**config.mk**
```make
export PLATFORM = sky130hd
export DESIGN_NAME = regfile_scoreboard_flat
export DESIGN_NICKNAME = d
export VERILOG_FILES = /design/src/rtl/regfile_scoreboard_if.sv /design/src/rtl/regfile_scoreboard.sv /design/src/flat_wrapper.sv
export SDC_FILE = /design/constraint.sdc
export NUM_CORES = 2
export LEC_CHECK = 0
export CORE_MARGIN = 2
export CORE_UTILIZATION = 60
export CTS_CLUSTER_SIZE = 28
export DETAILED_ROUTE_END_ITERATION = 6
export MAX_ROUTING_LAYER = met4
export PLACE_DENSITY = 0.86
export SYNTH_ARGS = -nofsm -noshare
export SYNTH_HDL_FRONTEND = slang
export SYNTH_SLANG_ARGS = --single-unit
```
**constraint.sdc**
```tcl
create_clock -name clk -period 92.6 [get_ports clk]
set_input_delay 18.52 -clock clk [delete_from_list [all_inputs] [get_ports clk]]
set_output_delay 18.52 -clock clk [all_outputs]
set_load 0.1 [all_outputs]
```
**src/rtl/regfile_scoreboard_if.sv**
```systemverilog
// Bundle of write-back, operand-read and issue-reservation signals shared
// between the register file scoreboard and its pipeline neighbours.
interface regfile_scoreboard_if #(
  parameter int XLEN  = 32,
  parameter int NREGS = 32,
  parameter int NRD   = 2
) ();
  localparam int AW = $clog2(NREGS);
  localparam int CW = $clog2(NREGS + 1);

  logic              wr_en;
  logic [AW-1:0]     wr_addr;
  logic [XLEN-1:0]   wr_data;
  logic [NRD*AW-1:0] rd_addr;
  logic [NRD*XLEN-1:0] rd_data;
  logic [NRD-1:0]    rd_busy;
  logic              iss_valid;
  logic [AW-1:0]     iss_rd;
  logic              iss_ready;
  logic [CW-1:0]     busy_cnt;

  modport master (
    output wr_en, wr_addr, wr_data, rd_addr, iss_valid, iss_rd,
    input  rd_data, rd_busy, iss_ready, busy_cnt
  );

  modport slave (
    input  wr_en, wr_addr, wr_data, rd_addr, iss_valid, iss_rd,
    output rd_data, rd_busy, iss_ready, busy_cnt
  );
endinterface

```
**src/rtl/regfile_scoreboard.sv**
```systemverilog
// RISC-V integer register file with combinational read ports, write-to-read
// bypass and a per-register busy scoreboard used by issue to stall on RAW/WAW.
module regfile_scoreboard #(
  parameter int XLEN   = 32,
  parameter int NREGS  = 32,
  parameter int NRD    = 2,
  parameter int BYPASS = 1
) (
  input logic clk,
  input logic reset,
  regfile_scoreboard_if.slave bus
);
  localparam int AW = $clog2(NREGS);
  localparam int CW = $clog2(NREGS + 1);

  logic [XLEN-1:0]  regs [NREGS];
  logic [NREGS-1:0] busy;
  logic [NREGS-1:0] busy_next;
  logic [CW-1:0]    cnt;
  logic [CW-1:0]    cnt_next;
  logic             wr_hit;
  logic             set_hit;
  logic             same_reg;
  logic             iss_ready;

  assign wr_hit    = bus.wr_en && (bus.wr_addr != '0);
  // A pending write retiring this cycle frees the destination for a new reservation.
  assign iss_ready = (bus.iss_rd == '0) || !busy[bus.iss_rd] ||
                     (bus.wr_en && (bus.wr_addr == bus.iss_rd));
  assign set_hit   = bus.iss_valid && iss_ready && (bus.iss_rd != '0);
  assign same_reg  = wr_hit && set_hit && (bus.wr_addr == bus.iss_rd);

  assign bus.iss_ready = iss_ready;
  assign bus.busy_cnt  = cnt;

  // The new reservation is applied after the release so it wins on a collision.
  always_comb begin
    busy_next = busy;
    cnt_next  = cnt;
    if (wr_hit)
      busy_next[bus.wr_addr] = 1'b0;
    if (set_hit)
      busy_next[bus.iss_rd] = 1'b1;
    if (set_hit && !busy[bus.iss_rd])
      cnt_next = cnt_next + CW'(1);
    if (wr_hit && busy[bus.wr_addr] && !same_reg)
      cnt_next = cnt_next - CW'(1);
  end

  always_ff @(posedge clk or posedge reset) begin
    if (reset) begin
      for (int i = 0; i < NREGS; i++)
        regs[i] <= '0;
      busy <= '0;
      cnt  <= '0;
    end else begin
      if (wr_hit)
        regs[bus.wr_addr] <= bus.wr_data;
      busy <= busy_next;
      cnt  <= cnt_next;
    end
  end

  for (genvar k = 0; k < NRD; k++) begin : g_rd
    logic [AW-1:0] addr;
    logic          hit;

    assign addr = bus.rd_addr[k*AW +: AW];
    assign hit  = (BYPASS != 0) && bus.wr_en && (bus.wr_addr == addr);
    assign bus.rd_data[k*XLEN +: XLEN] = (addr == '0) ? '0 :
                                         hit          ? bus.wr_data : regs[addr];
    assign bus.rd_busy[k] = (addr != '0) && busy[addr] && !hit;
  end
endmodule

```
**src/flat_wrapper.sv**
```systemverilog
// flat-port wrapper written by rule: the top's interface ports become plain ports
module regfile_scoreboard_flat 
#(
  parameter int XLEN   = 32,
  parameter int NREGS  = 32,
  parameter int NRD    = 2,
  parameter int BYPASS = 1
)
  (clk, reset, bus_wr_en, bus_wr_addr, bus_wr_data, bus_rd_addr, bus_iss_valid, bus_iss_rd, bus_rd_data, bus_rd_busy, bus_iss_ready, bus_busy_cnt);
  regfile_scoreboard_if #(.XLEN(XLEN), .NREGS(NREGS), .NRD(NRD)) bus_i ();
  input logic clk;
  input logic reset;
  input wire logic [$bits(bus_i.wr_en)-1:0] bus_wr_en;
  input wire logic [$bits(bus_i.wr_addr)-1:0] bus_wr_addr;
  input wire logic [$bits(bus_i.wr_data)-1:0] bus_wr_data;
  input wire logic [$bits(bus_i.rd_addr)-1:0] bus_rd_addr;
  input wire logic [$bits(bus_i.iss_valid)-1:0] bus_iss_valid;
  input wire logic [$bits(bus_i.iss_rd)-1:0] bus_iss_rd;
  output wire logic [$bits(bus_i.rd_data)-1:0] bus_rd_data;
  output wire logic [$bits(bus_i.rd_busy)-1:0] bus_rd_busy;
  output wire logic [$bits(bus_i.iss_ready)-1:0] bus_iss_ready;
  output wire logic [$bits(bus_i.busy_cnt)-1:0] bus_busy_cnt;
  assign bus_i.wr_en = bus_wr_en;
  assign bus_i.wr_addr = bus_wr_addr;
  assign bus_i.wr_data = bus_wr_data;
  assign bus_i.rd_addr = bus_rd_addr;
  assign bus_i.iss_valid = bus_iss_valid;
  assign bus_i.iss_rd = bus_iss_rd;
  assign bus_rd_data = bus_i.rd_data;
  assign bus_rd_busy = bus_i.rd_busy;
  assign bus_iss_ready = bus_i.iss_ready;
  assign bus_busy_cnt = bus_i.busy_cnt;
  regfile_scoreboard #(.XLEN(XLEN), .NREGS(NREGS), .NRD(NRD), .BYPASS(BYPASS)) u_core (.clk(clk), .reset(reset), .bus(bus_i));
endmodule
```
==> out/results.ini <==
[floorplanning]
die_height_um=314.7
initial_core_util=0.6078
rows=113
die_w_um=314.7
io-pin-count=129
coreArea_um2=95290
design.die.area_um2=99030

[synthesis]
seq_area_frac_synth=0.4589
synthMostInstantiatedCell=dfrtp_1
synth_top_area_share=0.4589
ys.flop_type=dfrtp_1
yosys_warnings=0
netlist_top_cells_area=dfrtp_1 46%, mux4_2 20%, mux2_2 19%, mux2i_1 4.3%, clkbuf_1 1.9%
synth_edf_count=0
syn_inst=3921
synth_common_cells=1,062 x dfrtp_1, 1,000 x mux2_2, 518 x mux4_2
syn_avg_cell_area_um2=14.77
syn_area_um2=57920
synth_cell_types=57
synth.largest_area_cell=dfrtp_1
ys_seq_elements=1062
synthesis.nets=3979
synthArstFlopShare=1.000

[setup_path]
r2r_cells=10
crit_fanout=113
rr_startpoint=u_core.busy[14]
crit_type=in -> out
reg2reg_slack_ps=89640
r2r_end=u_core.bus.busy_cnt[4]
cp.arrival_ps=24100
end_kind=primary output
worstSetupStartpointType=input port
critPathRequiredTime_ps=74080

[cts]
path_clk_slew_ps=60
clock_path_buffers=3
post-cts-setup-buffers=0
hold_buffers=0
cts.sinks=1062
h-tree-depth=3
numCtsBuffers=108
insertion_delay_ps=690
root_buffer=clkbuf_16
cts_tree=done
cts_resized=0

[route]
viasPerCell=7.428
routed_wl_um=167300
drcViolationCount=0
post_drt_wl_per_cell_um=32.38
route.vias.total=38390
drtIter0Drc=4843
ant_nets=0
drtPass1Iterations=6

[timing]
fin_crit_sh=0.4602
setup_viol=0
rsz0062_at_grt=no
final.min_clock_period_ps=42620
relSlewSlack=0.1792
finalHoldWorstSlack_ps=392.5
timing_hold_violations_final=0
fin_tns_setup_ps=0
timing.fmax_ghz=0.02347
worst_pin_slew_ps=1227
slew_viol_final=0
clock_skew_ps=17.09

[run]
drv_cap=0

[grt]
grt_max_degree=191
overflow=0
grt_usage=0.3543
antenna_found_initial=4
grt_pass1_vias=39770
grt_pass1_wl_um=253200

[power]
ir_drop_v=0.00002113
p_sw_frac=0.3017
pwr-share-clk=0.314
p_comb_frac=0.248
p_switching_uw=430.9
p_seq_frac=0.437
p_per_area_nw_per_um2=22.42
p_int_uw=997.2
power.leakage_uw=0.02730

[layout]
drive_gt1_frac=0.4772
fin_util=0.6684
seqCellArea_um2=26580
multi_input_area_um2=29660
synthToLayoutAreaGrowth_pct=9.970
fillers=6329
final_nets=3866

[placed_design]
routabilityCongestion=0.8712
port_buffers=128
post-dp-hpwl_um=91660

[worst_hold_path]
hold_class=reg -> reg
hold_end=u_core.regs[1001]
holdPathStages=0
hold_start=u_core.regs[1001]

[outcome]
status=finished clean

[per-layer routing]
metal | up-vias | wire length, um | global-route usage
li1 | 15000 | - | -
met1 | 20340 | 61660 | 0.4577
met2 | 2407 | 78150 | 0.5247
met3 | 646 | 18070 | 0.09275
met4 | 0 | 9456 | 0.1760
met5 | - | 0 | -
[worst max-delay path: stages]
cell             delay [ps]
buf_8                   620
buf_12                  650
buf_4                   880
xnor2_1                 260
nand3_4                 760
o211ai_1                200
a21oi_1                 610
clkdlybuf4s50_1        1270
[flip-flops by register name, summed over array words and instances (netlist names)]
register and cells:
u_core.bus.busy_cnt 6, u_core.busy 32, u_core.regs 1024
[power groups by stage]
stage / logic, uW / registers (uW) / clock network [uW]
2_1_floorplan: 276 / 615 / 0
3_3_place_gp: 341 / 618 / 0
3_5_place_dp: 351 / 627 / 0
4_1_cts: 354 / 621 / 452
5_1_grt: 374 / 633 / 473
6_report: 354 / 625 / 449
[cell families (layout without fill, tap and decap cells)]
family	after synthesis	in the layout	synth area share
multiplexers	1765	1765	0.4386
XOR/XNOR	23	23	0.003478
buffers and inverters	472	449	0.03245
adder cells (fa/ha/maj)	2	2	0.0004320
other	0	5	0
AND/OR/NAND/NOR	253	253	0.02102
AO/OA/AOI/OAI	344	344	0.04513
flip-flops	1062	1062	0.4589
[area by class of cell]
type                       instances  area share
multi-input combinational       2387      0.4657
sequential                      1062      0.4173
clock buffer                     159     0.04972
timing repair buffer             229     0.03347
tap                             1265     0.02485
clock inverter                    41    0.007426
inverter                          20    0.001375
antenna                            5   0.0001964
[worst max path at each step]
| stage | start | endpoint | slack, ps | cells after the start |
|---|---|---|---|---|
| 2_1_floorplan | reset | u_core.bus.busy_cnt[0] | 44190 | 1 |
| 3_3_place_gp | bus_rd_addr[0] | bus_rd_data[31] | 50070 | 8 |
| 3_5_place_dp | bus_rd_addr[0] | bus_rd_data[31] | 50120 | 8 |
| 4_1_cts | bus_rd_addr[0] | bus_rd_data[31] | 50100 | 8 |
| 5_1_grt | bus_rd_addr[0] | bus_rd_data[31] | 49730 | 8 |
| 6_report | bus_rd_addr[0] | bus_rd_data[31] | 49980 | 8 |
[metrics by stage]
stage	worst slack, ps	area, um2	cells	total power, uW
detailed placement	50120	60040	4963	977.9
finish	49980	63690	5168	1428
global placement	50070	60040	4963	958.9
CTS	50100	63680	5163	1427
global route	49730	63690	5167	1480
floorplan	44190	57920	3921	890.9
[layout by cell type, fill, tap and decap left out, types with 41 or more instances in the layout]
cell and count:
clkbuf_16 110, mux4_2 518, clkdlybuf4s50_1 118, mux2_2 1000, mux2i_1 246, o211ai_1 59
dfrtp_1 1062, a22oi_1 41, a221oi_1 77, buf_4 100, a211oi_1 63, nor2_1 91
No activity file was read; power rests on OpenSTA's default activity.
